[config.mk]
export PLATFORM = sky130hd
export DESIGN_NAME = btn_debounce_pulse
export DESIGN_NICKNAME = d
export VERILOG_FILES = /design/src/rtl/btn_debounce_pulse_pkg.sv /design/src/rtl/btn_debounce_pulse_sync_ff.sv /design/src/rtl/btn_debounce_pulse.sv
export SDC_FILE = /design/constraint.sdc
export NUM_CORES = 1
export LEC_CHECK = 0
export BUFFER_PORTS_ARGS = -buffer_cell sky130_fd_sc_hd__clkbuf_2
export CORE_ASPECT_RATIO = 0.5
export CORE_MARGIN = 2
export CORE_UTILIZATION = 32
export CTS_CLUSTER_DIAMETER = 60
export DETAILED_ROUTE_END_ITERATION = 10
export GPL_ROUTABILITY_DRIVEN = 1
export PLACE_DENSITY_LB_ADDON = 0.15
export SLEW_MARGIN = 25
export SYNTH_ARGS = -nofsm -noshare
export SYNTH_HDL_FRONTEND = slang
export SYNTH_HIERARCHICAL = 1
export SYNTH_SLANG_ARGS = --single-unit
[constraint.sdc]
create_clock -name clk -period 8.15 [get_ports clk]
set_input_delay 1.2225 -clock clk [delete_from_list [all_inputs] [get_ports clk]]
set_output_delay 1.2225 -clock clk [all_outputs]
set_load 0.03 [all_outputs]
[src/rtl/btn_debounce_pulse_pkg.sv]
// Shared definitions for the push-button debounce / pulse stage.
package btn_debounce_pulse_pkg;

   typedef enum logic [1:0] {
      ST_IDLE       = 2'd0,
      ST_DB_PRESS   = 2'd1,
      ST_HELD       = 2'd2,
      ST_DB_RELEASE = 2'd3
   } db_state_t;

   // Default timing, sized for a 50 MHz clk_sys-class clock.
   localparam int DEF_SYNC_STAGES     = 2;
   localparam int DEF_DEBOUNCE_CYCLES = 1000000;
   localparam int DEF_REPEAT_EN       = 0;
   localparam int DEF_REPEAT_DELAY    = 50000000;
   localparam int DEF_REPEAT_PERIOD   = 10000000;

   function automatic int max_int(input int a, input int b);
      return (a > b) ? a : b;
   endfunction

endpackage

[src/rtl/btn_debounce_pulse_sync_ff.sv]
// Multi-flop synchroniser for a single asynchronous level input.
// Reusable for any other asynchronous input that needs bringing into clk.
module sync_ff #(
   parameter int STAGES = 2
) (
   input  logic clk,
   input  logic reset,
   input  logic d,
   output logic q
);

   logic [STAGES-1:0] chain;

   // Shift the raw level through the flop chain; only the last stage is used.
   always_ff @(posedge clk or negedge reset) begin
      if (!reset) begin
         chain <= '0;
      end else begin
         chain <= {chain[STAGES-2:0], d};
      end
   end

   assign q = chain[STAGES-1];

endmodule

[src/rtl/btn_debounce_pulse.sv]
// Push-button conditioner: synchronise, debounce, and emit one clk-wide
// pulse per accepted press (plus optional auto-repeat while held).
//
// state         | meaning
// --------------+-------------------------------------------------------
// ST_IDLE       | button released and stable, btn_level = 0
// ST_DB_PRESS   | button seen high, counting stable-high samples
// ST_HELD       | press accepted, btn_level = 1, repeat timer running
// ST_DB_RELEASE | button seen low while held, counting stable-low samples
module btn_debounce_pulse
   import btn_debounce_pulse_pkg::*;
#(
   parameter int SYNC_STAGES     = DEF_SYNC_STAGES,
   parameter int DEBOUNCE_CYCLES = DEF_DEBOUNCE_CYCLES,
   parameter int REPEAT_EN       = DEF_REPEAT_EN,
   parameter int REPEAT_DELAY    = DEF_REPEAT_DELAY,
   parameter int REPEAT_PERIOD   = DEF_REPEAT_PERIOD
) (
   input  logic clk,
   input  logic reset,
   input  logic btn_in,
   output logic pulse_out,
   output logic btn_level,
   output logic bouncing
);

   localparam int DB_W    = $clog2(DEBOUNCE_CYCLES + 1);
   localparam int RPT_MAX = max_int(REPEAT_DELAY, REPEAT_PERIOD);
   localparam int RPT_W   = $clog2(RPT_MAX + 1);

   // The sample that moves the FSM into a debounce state counts as the
   // first stable sample, so acceptance happens when the incremented
   // count reaches DEBOUNCE_CYCLES-1.
   localparam logic [DB_W-1:0]  DB_LAST   = DB_W'(DEBOUNCE_CYCLES - 1);
   localparam logic [DB_W-1:0]  DB_ONE    = DB_W'(1);
   localparam logic [RPT_W-1:0] RPT_FIRST = RPT_W'(REPEAT_DELAY - 1);
   localparam logic [RPT_W-1:0] RPT_NEXT  = RPT_W'(REPEAT_PERIOD - 1);
   localparam logic [RPT_W-1:0] RPT_ONE   = RPT_W'(1);

   db_state_t        state;
   logic             btn_sync;
   logic [DB_W-1:0]  db_cnt;
   logic [DB_W-1:0]  db_inc;
   logic [RPT_W-1:0] rpt_cnt;
   logic [RPT_W-1:0] rpt_tgt;
   logic             rpt_first;
   logic             rpt_hit;

   sync_ff #(.STAGES(SYNC_STAGES)) u_sync (
      .clk   (clk),
      .reset (reset),
      .d     (btn_in),
      .q     (btn_sync)
   );

   // Saturating debounce increment and repeat-timer terminal compare.
   always_comb begin
      db_inc = db_cnt;
      if (db_cnt != DB_LAST) begin
         db_inc = db_cnt + DB_ONE;
      end
      rpt_tgt = rpt_first ? RPT_FIRST : RPT_NEXT;
      rpt_hit = (rpt_cnt == rpt_tgt);
   end

   // Debounce FSM with registered pulse, level and bouncing outputs.
   always_ff @(posedge clk or negedge reset) begin
      if (!reset) begin
         state     <= ST_IDLE;
         db_cnt    <= '0;
         rpt_cnt   <= '0;
         rpt_first <= 1'b1;
         pulse_out <= 1'b0;
         btn_level <= 1'b0;
         bouncing  <= 1'b0;
      end else begin
         pulse_out <= 1'b0;
         case (state)
            ST_IDLE: begin
               if (btn_sync) begin
                  db_cnt <= '0;
                  if (DB_LAST == '0) begin
                     state     <= ST_HELD;
                     pulse_out <= 1'b1;
                     btn_level <= 1'b1;
                     rpt_cnt   <= '0;
                     rpt_first <= 1'b1;
                  end else begin
                     state    <= ST_DB_PRESS;
                     bouncing <= 1'b1;
                  end
               end
            end
            ST_DB_PRESS: begin
               if (!btn_sync) begin
                  state    <= ST_IDLE;
                  bouncing <= 1'b0;
               end else if (db_inc == DB_LAST) begin
                  state     <= ST_HELD;
                  pulse_out <= 1'b1;
                  btn_level <= 1'b1;
                  bouncing  <= 1'b0;
                  rpt_cnt   <= '0;
                  rpt_first <= 1'b1;
               end else begin
                  db_cnt <= db_inc;
               end
            end
            ST_HELD: begin
               // Repeat fires independently of a simultaneous release.
               if (REPEAT_EN != 0) begin
                  if (rpt_hit) begin
                     pulse_out <= ~pulse_out;
                     rpt_cnt   <= '0;
                     rpt_first <= 1'b0;
                  end else begin
                     rpt_cnt <= rpt_cnt + RPT_ONE;
                  end
               end
               if (!btn_sync) begin
                  db_cnt <= '0;
                  if (DB_LAST == '0) begin
                     state     <= ST_IDLE;
                     btn_level <= 1'b0;
                  end else begin
                     state    <= ST_DB_RELEASE;
                     bouncing <= 1'b1;
                  end
               end
            end
            ST_DB_RELEASE: begin
               if (btn_sync) begin
                  state     <= ST_HELD;
                  bouncing  <= 1'b0;
                  rpt_cnt   <= '0;
                  rpt_first <= 1'b1;
               end else if (db_inc == DB_LAST) begin
                  state     <= ST_IDLE;
                  btn_level <= 1'b0;
                  bouncing  <= 1'b0;
               end else begin
                  db_cnt <= db_inc;
               end
            end
            default: begin
               state     <= ST_IDLE;
               btn_level <= 1'b0;
               bouncing  <= 1'b0;
            end
         endcase
      end
   end

endmodule
**Yosys cells after proc, flatten, opt, wreduce, memory -nomap -nowiden**

Cells that the tools add are included.

- Bits in registers: 27
- Bits of input ports: 3
- Output and inout port bits: 3
- Word-level logic and storage cells: 54

- Add/subtract/negate cells: 1
- Eq/ne operators: 13
- Muxes and demuxes: 28
- Reduce and logical (&&, ||, !) cells: 6

Operator list:

| cell | count |
|---|---|
| $mux W20 | 6 |
| $pmux W20 S4 | 1 |
| $add A20 B1 Y20 const B | 1 |
| $eq A20 B20 Y1 const B | 1 |
| $ne A20 B20 Y1 const B | 1 |
| $mux W1 | 12 |
| $mux W2 | 6 |
| $ne A2 B2 Y1 const B | 4 |
| $pmux W2 S4 | 1 |
| $reduce_and A4 Y1 | 2 |
| $reduce_and A5 Y1 | 1 |
| $eq A2 B2 Y1 const B | 2 |
| $ne A2 B1 Y1 const B | 2 |
| $pmux W1 S4 | 1 |
| $ne A3 B2 Y1 const B | 1 |
| $ne A3 B3 Y1 const B | 1 |
| $eq A2 B1 Y1 const B | 1 |
| $logic_not A2 Y1 | 1 |
| $pmux W1 S2 | 1 |
| $reduce_and A2 Y1 | 1 |
| $reduce_bool A2 Y1 | 1 |

**Longest topological paths before layout**

- Depth in word-level cells: 6
- Gate-level depth with buffers: 10
- Mapped depth without buffers: 8

**By module**

The synthesis kept the hierarchy.

By module, submodules not included:

| module | instances | cells each | area an instance (um^2) | seq. area each (um^2) |
|---|---|---|---|---|
| btn_debounce_pulse | 1 | 223 | 1871.8 | 625.6 |
| sync_ff | 1 | 2 | 50.0 | 50.0 |

**Worst setup path before layout**

No wires, ideal clock.

- Path type: register to register
- Start: register db_cnt[0]
- End: register with a tool-made name
- Setup time: 0.118 ns
- Arrival time: 2.503 ns
- Data required time: 8.032 ns
- Setup slack: 5.529 ns
- Stages on the path, launching flop included: 10
- Buffers on the path: 1
- Clock period less this slack: 2.621 ns
- Path through: dfrtp_1 ha_1 and4_1 buf_4 nand2_1 or4_4 a221oi_2 nand4_2 or2_1 a21o_1

RTL lines:

| what | RTL line | text |
|---|---|---|
| start, declared | btn_debounce_pulse.sv:42 | `logic [DB_W-1:0] db_cnt;` |
| start signal, assigned | btn_debounce_pulse.sv:106 | `db_cnt <= db_inc;` |
| start signal, assigned | btn_debounce_pulse.sv:142 | `db_cnt <= db_inc;` |

==> impl_metrics.tcl <==
set metrics [dict create \
    drt_drc_violations_left 0 \
    setup_ws_ns 4.76 \
    totalPowerFinal_uw 283 \
    timing.rr.start "db_cnt[0]" \
    synth_edf_count 0 \
    syn_to_final_growth_pct 5.73 \
    wl_met1_um 2580 \
    slew_violations 0 \
    syn_inst 225 \
    yosysTopAreaCellShare_pct 35.2 \
    rsz0062_at_grt "no" \
    place_ws_ns 4.81 \
    core-area_um2 5630 \
    ios 6 \
    overflow 0 \
    end_kind "flip-flop" \
    clk_pin_slew_worst_paths_ns 0.08 \
    nets 222 \
    peakVddDrop_v 0.0000631 \
    grt_max_degree 28 \
    root_buffer "clkbuf_16" \
    antenna_cells 0 \
    syn_area_um2 1920 \
    first_pass_iters 4 \
    totalWireLength_um 4900 \
    critical_path_required_ns 8.32 \
    place_congestion 0.840 \
    worst_clock_skew_ns 0.00422 \
    finalSetupViolations 0 \
    clkLatencyLatePin_ns 0.27 \
    layout-drive-gt1-share_pct 11.1 \
    setup_tns_ns 0 \
    ys_seq_elements 27 \
    yosysMostFrequentCell "dfrtp_1" \
    powerDensity_nw_per_um2 139 \
    cts-htree-levels 1 \
    synth_area_leaders "dfrtp_1 35%, nand2_1 4.9%, nand3_1 4.2%, a21oi_1 3.9%, o21ai_0 3.9%" \
    ys.warnings.count 6 \
    ys_seq_area_share_pct 35.2 \
    crit_path_start_kind "flip-flop" \
    numClockSinks 27 \
    dr.max_layer_used "met4" \
    die_area_um2 6680 \
    rr_worst_depth 8 \
    holdCritStartpoint "u_sync/chain[0]" \
    cts_buffers 3 \
    hold_end "u_sync/chain[1]" \
    routed-via-count 1681 \
    crit_slowest_cell "or4_4" \
    dp_hpwl_um 3530 \
    leakage_uw 0.000770 \
    die_h_um 58.8 \
    hp-class "reg2reg" \
    post-cts-setup-buffers 0 \
    yosysTopAreaCell "dfrtp_1" \
    setup.worst_path.start "db_cnt[0]" \
    grt_pass1_vias 1503 \
    rows 19 \
    ys.flop_type "dfrtp_1" \
    die_w_um 114 \
    grt_pass1_wl_um 8220 \
    outcome "complete, no violations" \
    fin_cells 290 \
    drv_cap 0 \
    max_slew_margin_pct 50.2 \
    port_buffers 5 \
    crit_chain "ha_1 > and4_1 > nand2_1 > or4_4 > a221oi_2 > nand4_2 > or2_1 > a21o_1" \
    cts_resized 0 \
    viasPerCell 5.80 \
    finalCriticalPeriod_ns 3.39 \
    clockBufferDepth 2 \
    worstSetupPathType "reg2reg" \
    min_path_cells 0 \
    drtIter0Drc 109 \
    worst_pin_slew_ns 0.743 \
    avgSynthCellArea_um2 8.54 \
    cpLargestDelayFamily "simple AND/OR/NAND/NOR gates" \
    yosys-top-cells-count "27 x dfrtp_1, 25 x nand2_1, 16 x nand3_1, 15 x a21oi_1, 15 x o21ai_0" \
    ant_nets 0 \
    wl_met3_um 274 \
    async_reset_ff_share_pct 100 \
    path_buf_inv 0 \
    crit_arrival_ns 3.56 \
    dpl_cell_area_um2 1950 \
    start_util_pct 34.1 \
    syn_nets 229 \
    dp_cells 286 \
    ys_types 50 \
    cts_tree "built" \
    grt_use_total_pct 15.8 \
    final-hold-violation-count 0 \
    antenna_found_initial 0 \
    period_share_pct 41.6 \
    crit_fanout 15 \
    design_area_um2 2030 \
    drt-wirelength-per-cell_um 16.9 \
    cts_hold_buf 0 \
    rrSetupSlack_ns 4.76 \
    crit_cells 8 \
    max_freq_mhz 295 \
    wl_met2_um 2020 \
    critPathMaxStageDelay_ns 0.51 \
]
==> registers in the layout (all words and copies together), names as in the netlist, named ones only <==
register,count
db_cnt,20
u_sync/chain,2
bouncing,1
btn_level,1
pulse_out,1
state,1
==> worst max-delay path by stage <==
stage           endpoint
3_3_place_gp   flip-flop
2_1_floorplan  flip-flop
3_5_place_dp   flip-flop
4_1_cts        flip-flop
5_1_grt        flip-flop
6_report       flip-flop
==> report_power, final <==
| group | internal, uW | leakage, uW | switching, uW |
|---|---|---|---|
| clock network | 68.1 | 0.0000415 | 53.0 |
| registers | 137 | 0.000365 | 6.31 |
| logic | 5.83 | 0.000363 | 12.8 |
| total | 211 | 0.000770 | 72.2 |
==> metal layers <==
metal	vias to the layer above	GRT usage, %
li1	826	-
met1	809	24.2
met2	41	23.8
met3	5	2.78
met4	0	2.44
met5	-	0
==> cell families after synthesis <==
group / after synthesis / share of synthesized area, %
compound gates: 54 / 18.8
flops: 27 / 35.2
simple gates: 109 / 34.2
mux: 1 / 0.521
buf+inv: 25 / 7.03
fa+ha+maj: 1 / 0.651
xor+xnor: 8 / 3.65
==> placed cells by master (no fill, tap or decap), types with 3 or more instances in the layout <==
master / instances
nand4_1: 7
nand4b_1: 4
o21ai_0: 15
nor3_1: 12
nor4_2: 3
xnor2_1: 6
nand3_1: 16
nand2_1: 25
nor2_1: 10
clkbuf_2: 5
inv_1: 6
clkbuf_16: 3
a31oi_1: 5
and3_1: 7
and4_1: 3
dfrtp_1: 27
or4_1: 3
a21oi_1: 15
or3_1: 4
==> cell type report <==
cell class | count | area [um^2]
Inverter | 6 | 22.5
Clock inverter | 1 | 8.76
Multi-Input combinational cell | 173 | 1120
Fill cell | 570 | 3600
Clock buffer | 3 | 75.1
Timing Repair Buffer | 7 | 40.0
Tap cell | 73 | 91.3
Sequential cell | 27 | 676
==> stage by stage <==
| stage | hold WS (ns) | utilization [%] |
|---|---|---|
| after floorplan | 0.331 | - |
| after global placement | 0.341 | 34.6 |
| after detailed placement | 0.346 | 34.6 |
| after CTS | 0.364 | 36.1 |
| after global routing | 0.373 | 36.1 |
| final | 0.361 | 36.1 |
Note: power is estimated with default switching activity, not from simulation.
